==> src/rtl/cpu_defs_pkg.sv <==
// Shared definitions for the hardwired control sequencer: opcodes, state
// encoding, IR field positions and an opcode classifier.
package cpu_defs;

  localparam int OP_W      = 5;
  localparam int REG_IDX_W = 4;

  // IR field bit positions
  localparam int IR_OP_MSB = 31;
  localparam int IR_OP_LSB = 27;
  localparam int IR_RA_MSB = 26;
  localparam int IR_RA_LSB = 23;
  localparam int IR_RB_MSB = 22;
  localparam int IR_RB_LSB = 19;
  localparam int IR_RC_MSB = 18;
  localparam int IR_RC_LSB = 15;

  // Opcodes
  localparam logic [OP_W-1:0] OP_ADD  = 5'b00011;
  localparam logic [OP_W-1:0] OP_SUB  = 5'b00100;
  localparam logic [OP_W-1:0] OP_AND  = 5'b00101;
  localparam logic [OP_W-1:0] OP_OR   = 5'b00110;
  localparam logic [OP_W-1:0] OP_SHR  = 5'b00111;
  localparam logic [OP_W-1:0] OP_SHRA = 5'b01000;
  localparam logic [OP_W-1:0] OP_SHL  = 5'b01001;
  localparam logic [OP_W-1:0] OP_ROR  = 5'b01010;
  localparam logic [OP_W-1:0] OP_ROL  = 5'b01011;
  localparam logic [OP_W-1:0] OP_MUL  = 5'b01111;
  localparam logic [OP_W-1:0] OP_DIV  = 5'b10000;
  localparam logic [OP_W-1:0] OP_NEG  = 5'b10001;
  localparam logic [OP_W-1:0] OP_NOT  = 5'b10010;
  localparam logic [OP_W-1:0] OP_NOP  = 5'b11010;
  localparam logic [OP_W-1:0] OP_HALT = 5'b11011;

  typedef enum logic [3:0] {
    S_IDLE = 4'd0,
    S_T0   = 4'd1,
    S_T1   = 4'd2,
    S_T1W  = 4'd3,
    S_T2   = 4'd4,
    S_T3   = 4'd5,
    S_T4   = 4'd6,
    S_T5   = 4'd7,
    S_T6   = 4'd8,
    S_HALT = 4'd9
  } state_t;

  typedef enum logic [2:0] {
    CLS_BINARY  = 3'd0,
    CLS_MULDIV  = 3'd1,
    CLS_UNARY   = 3'd2,
    CLS_NOP     = 3'd3,
    CLS_HALT    = 3'd4,
    CLS_ILLEGAL = 3'd5
  } op_class_t;

  // Groups an opcode by the execute sequence it needs
  function automatic op_class_t classify(input logic [OP_W-1:0] op);
    op_class_t cls;
    if (op >= OP_ADD && op <= OP_ROL) begin
      cls = CLS_BINARY;
    end else if (op == OP_MUL || op == OP_DIV) begin
      cls = CLS_MULDIV;
    end else if (op == OP_NEG || op == OP_NOT) begin
      cls = CLS_UNARY;
    end else if (op == OP_NOP) begin
      cls = CLS_NOP;
    end else if (op == OP_HALT) begin
      cls = CLS_HALT;
    end else begin
      cls = CLS_ILLEGAL;
    end
    return cls;
  endfunction

endpackage

==> src/rtl/reg_select_decoder.sv <==
// Converts a register index plus enable into a one-hot register strobe vector.
module reg_select_decoder #(
  parameter int NREG = 16,
  parameter int IW   = 4
) (
  input  logic [IW-1:0]   index,
  input  logic            enable,
  output logic [NREG-1:0] onehot
);

  // One bit set at the selected index, nothing when disabled
  always_comb begin
    if (enable) begin
      onehot = NREG'(1) << index;
    end else begin
      onehot = '0;
    end
  end

endmodule

==> src/rtl/control_sequencer.sv <==
// Hardwired control unit for the shared-bus datapath. Steps fetch (T0..T2)
// and execute (T3..T6) and owns every register load and bus drive strobe.
// All strobes are registered from the next state, except MDRin which
// qualifies the registered read request with the live mem_ready.
module control_sequencer
  import cpu_defs::*;
#(
  parameter int OPW  = 5,
  parameter int NREG = 16,
  parameter int IRW  = 32
) (
  input  logic            clock,
  input  logic            clear,
  input  logic            start,
  input  logic [IRW-1:0]  ir,
  input  logic            mem_ready,
  output logic            read,
  output logic            MARin,
  output logic            MDRin,
  output logic            IRin,
  output logic            PCin,
  output logic            Yin,
  output logic            Zin,
  output logic            HIin,
  output logic            LOin,
  output logic            PCout,
  output logic            MDRout,
  output logic            ZHIout,
  output logic            ZLOout,
  output logic            IncPC,
  output logic [OPW-1:0]  operation,
  output logic [NREG-1:0] Rin,
  output logic [NREG-1:0] Rout,
  output logic            run,
  output logic            illegal
);

  state_t                 state, state_next;
  logic [OP_W-1:0]        op_r, op_next;
  logic [REG_IDX_W-1:0]   ra_r, rb_r, rc_r;
  logic [REG_IDX_W-1:0]   ra_next, rb_next, rc_next;
  op_class_t              cls_now, cls_next;

  logic n_read, n_mar_in, n_ir_in, n_pc_in, n_y_in, n_z_in, n_hi_in, n_lo_in;
  logic n_pc_out, n_mdr_out, n_zhi_out, n_zlo_out, n_inc_pc, n_run, n_illegal;
  logic [OPW-1:0]       n_operation;
  logic                 rin_en, rout_en;
  logic [REG_IDX_W-1:0] rin_idx, rout_idx;
  logic [NREG-1:0]      rin_dec, rout_dec;

  // Instruction bits below Rc carry immediates the sequencer never needs
  logic unused_ir_bits;
  assign unused_ir_bits = ^ir[IR_RC_LSB-1:0];

  assign cls_now  = classify(op_r);
  assign cls_next = classify(op_next);

  // Memory data is captured in whichever read cycle sees mem_ready
  assign MDRin = read & mem_ready;

  // Next state and field capture; fields are latched on the T2->T3 edge
  always_comb begin
    state_next = state;
    op_next    = op_r;
    ra_next    = ra_r;
    rb_next    = rb_r;
    rc_next    = rc_r;
    case (state)
      S_IDLE, S_HALT: begin
        if (start) state_next = S_T0;
        else       state_next = state;
      end
      S_T0: state_next = S_T1;
      S_T1, S_T1W: begin
        if (mem_ready) state_next = S_T2;
        else           state_next = S_T1W;
      end
      S_T2: begin
        state_next = S_T3;
        op_next    = ir[IR_OP_MSB:IR_OP_LSB];
        ra_next    = ir[IR_RA_MSB:IR_RA_LSB];
        rb_next    = ir[IR_RB_MSB:IR_RB_LSB];
        rc_next    = ir[IR_RC_MSB:IR_RC_LSB];
      end
      S_T3: begin
        case (cls_now)
          CLS_BINARY, CLS_MULDIV, CLS_UNARY: state_next = S_T4;
          CLS_HALT:                          state_next = S_HALT;
          default:                           state_next = S_T0;
        endcase
      end
      S_T4: begin
        if (cls_now == CLS_UNARY) state_next = S_T0;
        else                      state_next = S_T5;
      end
      S_T5: begin
        if (cls_now == CLS_MULDIV) state_next = S_T6;
        else                       state_next = S_T0;
      end
      S_T6:    state_next = S_T0;
      default: state_next = S_IDLE;
    endcase
  end

  // Strobe pattern for the state being entered, from the fields it will hold
  always_comb begin
    n_read = 1'b0; n_mar_in = 1'b0; n_ir_in = 1'b0; n_pc_in = 1'b0;
    n_y_in = 1'b0; n_z_in = 1'b0; n_hi_in = 1'b0; n_lo_in = 1'b0;
    n_pc_out = 1'b0; n_mdr_out = 1'b0; n_zhi_out = 1'b0; n_zlo_out = 1'b0;
    n_inc_pc = 1'b0; n_illegal = 1'b0;
    n_operation = '0;
    rin_en = 1'b0; rin_idx = ra_next;
    rout_en = 1'b0; rout_idx = rb_next;
    n_run = (state_next != S_IDLE) && (state_next != S_HALT);
    case (state_next)
      S_T0: begin
        n_pc_out = 1'b1; n_mar_in = 1'b1; n_inc_pc = 1'b1; n_z_in = 1'b1;
      end
      S_T1: begin
        n_zlo_out = 1'b1; n_pc_in = 1'b1; n_read = 1'b1;
      end
      S_T1W: n_read = 1'b1;
      S_T2: begin
        n_mdr_out = 1'b1; n_ir_in = 1'b1;
      end
      S_T3: begin
        case (cls_next)
          CLS_BINARY: begin
            rout_en = 1'b1; rout_idx = rb_next; n_y_in = 1'b1;
          end
          CLS_MULDIV: begin
            rout_en = 1'b1; rout_idx = ra_next; n_y_in = 1'b1;
          end
          CLS_UNARY: begin
            rout_en = 1'b1; rout_idx = rb_next; n_z_in = 1'b1;
            n_operation = OPW'(op_next);
          end
          CLS_ILLEGAL: n_illegal = 1'b1;
          default: n_illegal = 1'b0;
        endcase
      end
      S_T4: begin
        case (cls_next)
          CLS_BINARY: begin
            rout_en = 1'b1; rout_idx = rc_next; n_z_in = 1'b1;
            n_operation = OPW'(op_next);
          end
          CLS_MULDIV: begin
            rout_en = 1'b1; rout_idx = rb_next; n_z_in = 1'b1;
            n_operation = OPW'(op_next);
          end
          default: begin
            n_zlo_out = 1'b1; rin_en = 1'b1;
          end
        endcase
      end
      S_T5: begin
        n_zlo_out = 1'b1;
        if (cls_next == CLS_MULDIV) n_lo_in = 1'b1;
        else                        rin_en  = 1'b1;
      end
      S_T6: begin
        n_zhi_out = 1'b1; n_hi_in = 1'b1;
      end
      default: n_run = 1'b0;
    endcase
  end

  reg_select_decoder #(.NREG(NREG), .IW(REG_IDX_W)) u_rin_dec (
    .index  (rin_idx),
    .enable (rin_en),
    .onehot (rin_dec)
  );

  reg_select_decoder #(.NREG(NREG), .IW(REG_IDX_W)) u_rout_dec (
    .index  (rout_idx),
    .enable (rout_en),
    .onehot (rout_dec)
  );

  // State, latched fields and registered strobes; clear abandons everything
  always_ff @(posedge clock or posedge clear) begin
    if (clear) begin
      state <= S_IDLE;
      op_r <= '0; ra_r <= '0; rb_r <= '0; rc_r <= '0;
      read <= 1'b0; MARin <= 1'b0; IRin <= 1'b0; PCin <= 1'b0;
      Yin <= 1'b0; Zin <= 1'b0; HIin <= 1'b0; LOin <= 1'b0;
      PCout <= 1'b0; MDRout <= 1'b0; ZHIout <= 1'b0; ZLOout <= 1'b0;
      IncPC <= 1'b0; operation <= '0; Rin <= '0; Rout <= '0;
      run <= 1'b0; illegal <= 1'b0;
    end else begin
      state <= state_next;
      op_r <= op_next; ra_r <= ra_next; rb_r <= rb_next; rc_r <= rc_next;
      read <= n_read; MARin <= n_mar_in; IRin <= n_ir_in; PCin <= n_pc_in;
      Yin <= n_y_in; Zin <= n_z_in; HIin <= n_hi_in; LOin <= n_lo_in;
      PCout <= n_pc_out; MDRout <= n_mdr_out; ZHIout <= n_zhi_out; ZLOout <= n_zlo_out;
      IncPC <= n_inc_pc; operation <= n_operation; Rin <= rin_dec; Rout <= rout_dec;
      run <= n_run; illegal <= n_illegal;
    end
  end

endmodule

==> config.mk <==
export PLATFORM = sky130hd
export DESIGN_NAME = control_sequencer
export DESIGN_NICKNAME = d
export VERILOG_FILES = /design/src/rtl/cpu_defs_pkg.sv /design/src/rtl/reg_select_decoder.sv /design/src/rtl/control_sequencer.sv
export SDC_FILE = /design/constraint.sdc
export NUM_CORES = 1
export LEC_CHECK = 0
export CORE_MARGIN = 2
export CORE_UTILIZATION = 40
export CTS_BUF_LIST = sky130_fd_sc_hd__clkbuf_2 sky130_fd_sc_hd__clkbuf_4 sky130_fd_sc_hd__clkbuf_8
export CTS_CLUSTER_SIZE = 24
export DETAILED_ROUTE_END_ITERATION = 7
export PLACE_DENSITY = 0.69
export REMOVE_ABC_BUFFERS = 1
export SYNTH_ARGS = -nofsm -noshare
export SYNTH_HDL_FRONTEND = slang
export SYNTH_SLANG_ARGS = --single-unit
==> constraint.sdc <==
create_clock -name clock -period 3.8 [get_ports clock]
set_clock_uncertainty 0.2 [all_clocks]
set_input_delay 0.38 -clock clock [delete_from_list [all_inputs] [get_ports clock]]
set_output_delay 0.38 -clock clock [all_outputs]
set_load 0.03 [all_outputs]
==> summary.md <==
| Metric | Value |
|---|---|
| Iter 0 DRT Violations | about 100 |
| RSZ-0062 raised after global routing | no |
| Fin Hold WS | approximately 0.28 ns |
| DP Worst Slack | 0.977 ns |
| Area share of the largest cell type after synthesis | 0.552 |
| CTS tree | done |
| Most common cell in the synthesized netlist | dfrtp_1 |
| Startpoint Class | flop |
| Half-perimeter wire length after placement | 4940 um |
| Met1 Usage GRT | 0.235 |
| WP data required | between 3 and 4 ns |
| Clk root buf | clkbuf_8 |
| TritonCTS Sinks | 69 |
| Port Buffers | 73 |
| Cell Rows | 32 |
| DIE AREA | 8550 um^2 |
| Via count | about 2400 |
| Number of nets in the final layout | 409 |
| Syn Inst Count | 301 |
| Remaining Overflow, GRT | 0 |
| Fin crit share | 0.724 |
| CTS buffer count | 9 |
| Initial Util | 0.409 |
| Boundary Pins | slightly below 90 |
| Post-CTS resize count | 0 |
| Drt via density | 5.07 |
| Post-synth top cells | dfrtp_1, nand2_1, nor2_1 |
| Leak | 1.84 nW |
| Initial antenna violation count | 0 |
| Final wirelength | 6920 um |
| Ys Warns | 0 |
| Least-Margin Pin Slew | roughly 0.75 ns |
| Fin area | 4130 um^2 |
| Status | complete, no violations |
| Max-Cap Viols | 0 |
| Reg clk slew, reported paths | 0.08 ns |
| Sequential area share after synthesis | 0.552 |
| Post-synthesis cell type count | 51 |
| Global Route Usage Sum | 0.175 |
| Critical Path End Type | flop |
| First drt pass iteration count | 4 |
| Post-route antenna net violation count | 0 |
| Layout cell share with drive strength beyond 1 | 0.0873 |
| Global routing's busiest layer | met2 |
| Maximum fanout along the worst path | 15 |
| H-tree depth | 3 |
| Final Hold Vio Count | 0 |
| Total design power | 2.90 mW |
| Hold buffer count at cts | 0 |
| Setup CP Type | flop to flop |
| # DRC | 0 |
| #FFs+latches synth | 69 |
| Clock Tree Buf Depth | 2 |
| Slew margin rel. | 0.496 |
| Synth top area cells | dfrtp_1, mux2i_1, nand2_1 |
| Area after DPL | between 3000 and 4000 um^2 |
| WP data arrival | 2.84 ns |
| Pwr dens | ~700 nW/um^2 |
| Most used DFF post-synth | dfrtp_1 |
| Vias in the first global route | around 2500 |
| Post-CTS Setup Bufs | 0 |
| Core Area | around 7600 um^2 |
| Clk_lat worst skew | ~0.35 ns |
| EDFF count, synth | 0 |
| Routed len/inst | between 10 and 15 um |
| Peak supply drop | ~0.31 mV |
| Largest net degree at the start of global routing | 39 |
| Max Fclk | between 300 and 400 MHz |
| Async SR Flop Fraction | 1.00 |
| First-pass GRT wire length | 11700 um |
| Max-slew violation count | 0 |
| Ant diodes | 0 |
| Setup_tns | 0 ns |
| M3 GR Usage | 0.0456 |
| Routability cong. | 0.831 |
| Height of the chip | ~90 um |
| Avg Cell Area, Syn | 10.4 um^2 |
| Area growth from synthesis to layout | 32.1% |
| Largest area contributor in the netlist | dfrtp_1 |
| Die width | approximately 92 um |
| Setup ws final | about 1.0 ns |
| Setup Viol. Count Final | 0 |
| Hold Crit Class | flop to flop |
| Mapped Area | 3130 um^2 |
| Crit path time final | 2.75 ns |
| Met2 usage | 0.265 |
flip-flops by register name, summed over array words and instances (netlist names), 4 cells and up:
name,count
Rin,16
Rout,16
op_r,5
operation,5
ra_r,4
rb_r,4
rc_r,4
state,4
worst max-delay path, cell delays in order (launching register included):
cell      delay, ns
dfrtp_1        0.60
or4bb_1        0.60
nand3b_1       0.26
mux2i_1        0.15
mux2i_1        0.47
and4b_1        0.28
and2_1         0.13
cell usage in the layout (no fill, tap or decap), types with 4 or more instances in the layout:
cell type,synthesis,layout
a211oi_1,7,7
a21oi_1,10,10
and2_1,6,6
buf_4,4,5
clkbuf_8,0,10
clkdlybuf4s50_1,0,73
dfrtp_1,69,69
inv_1,11,10
mux2_2,4,4
mux2i_1,15,15
nand2_1,40,40
nand2b_1,7,7
nand4_1,6,6
nand4b_1,5,5
nor2_1,40,40
nor3_1,5,5
nor4_1,8,8
o21ai_0,8,8
layer usage:
metal  part of all wire  vias to the layer above  wire length, um
met5                  0                        -                0
met4              0.019                        0              134
li1                   -                     1194                -
met1               0.45                     1168             3120
met2               0.47                       61             3270
met3              0.058                       11              402
power breakdown:
| group | internal [mW] | switching [mW] | total [mW] |
|---|---|---|---|
| sequential | 0.893 | 0.159 | 1.05 |
| combinational | 0.491 | 0.738 | 1.23 |
| clock | 0.325 | 0.297 | 0.622 |
| total | 1.71 | 1.19 | 2.90 |
metrics by stage:
| stage | instances | utilization |
|---|---|---|
| CTS | 480 | 0.541 |
| global placement | 464 | 0.513 |
| finish | 480 | 0.541 |
| detailed placement | 464 | 0.513 |
| floorplan | 284 | - |
| global route | 480 | 0.541 |
kinds of logic after synthesis:
logic type / share of synthesized area
simple gates: 0.224
flops: 0.552
compound gates: 0.104
buf+inv: 0.0476
mux: 0.0672
xor+xnor: 0.00560
cell type report:
type,instances,area [um^2]
clock inverter,6,70.1
multi-input combinational,204,1260
fill,703,3510
inverter,11,41.3
tap,102,128
timing repair buffer,78,768
sequential,69,1730
clock buffer,10,138
path summary, 6_finish.rpt:
path	startpoint	depth (start not counted)	slack (ns)	to
hold / removal	rb_r[1]	2	0.28	rb_r[1]
setup reg to reg	state[2]	6	1.05	Rout[3]
hold reg to reg	rb_r[1]	2	0.28	rb_r[1]
setup / recovery	state[2]	6	1.05	Rout[3]
min in group asynchronous	clear	2	0.29	Rout[6]
max in group asynchronous	clear	3	2.23	Rin[0]
Note: power is estimated with default switching activity, not from simulation.
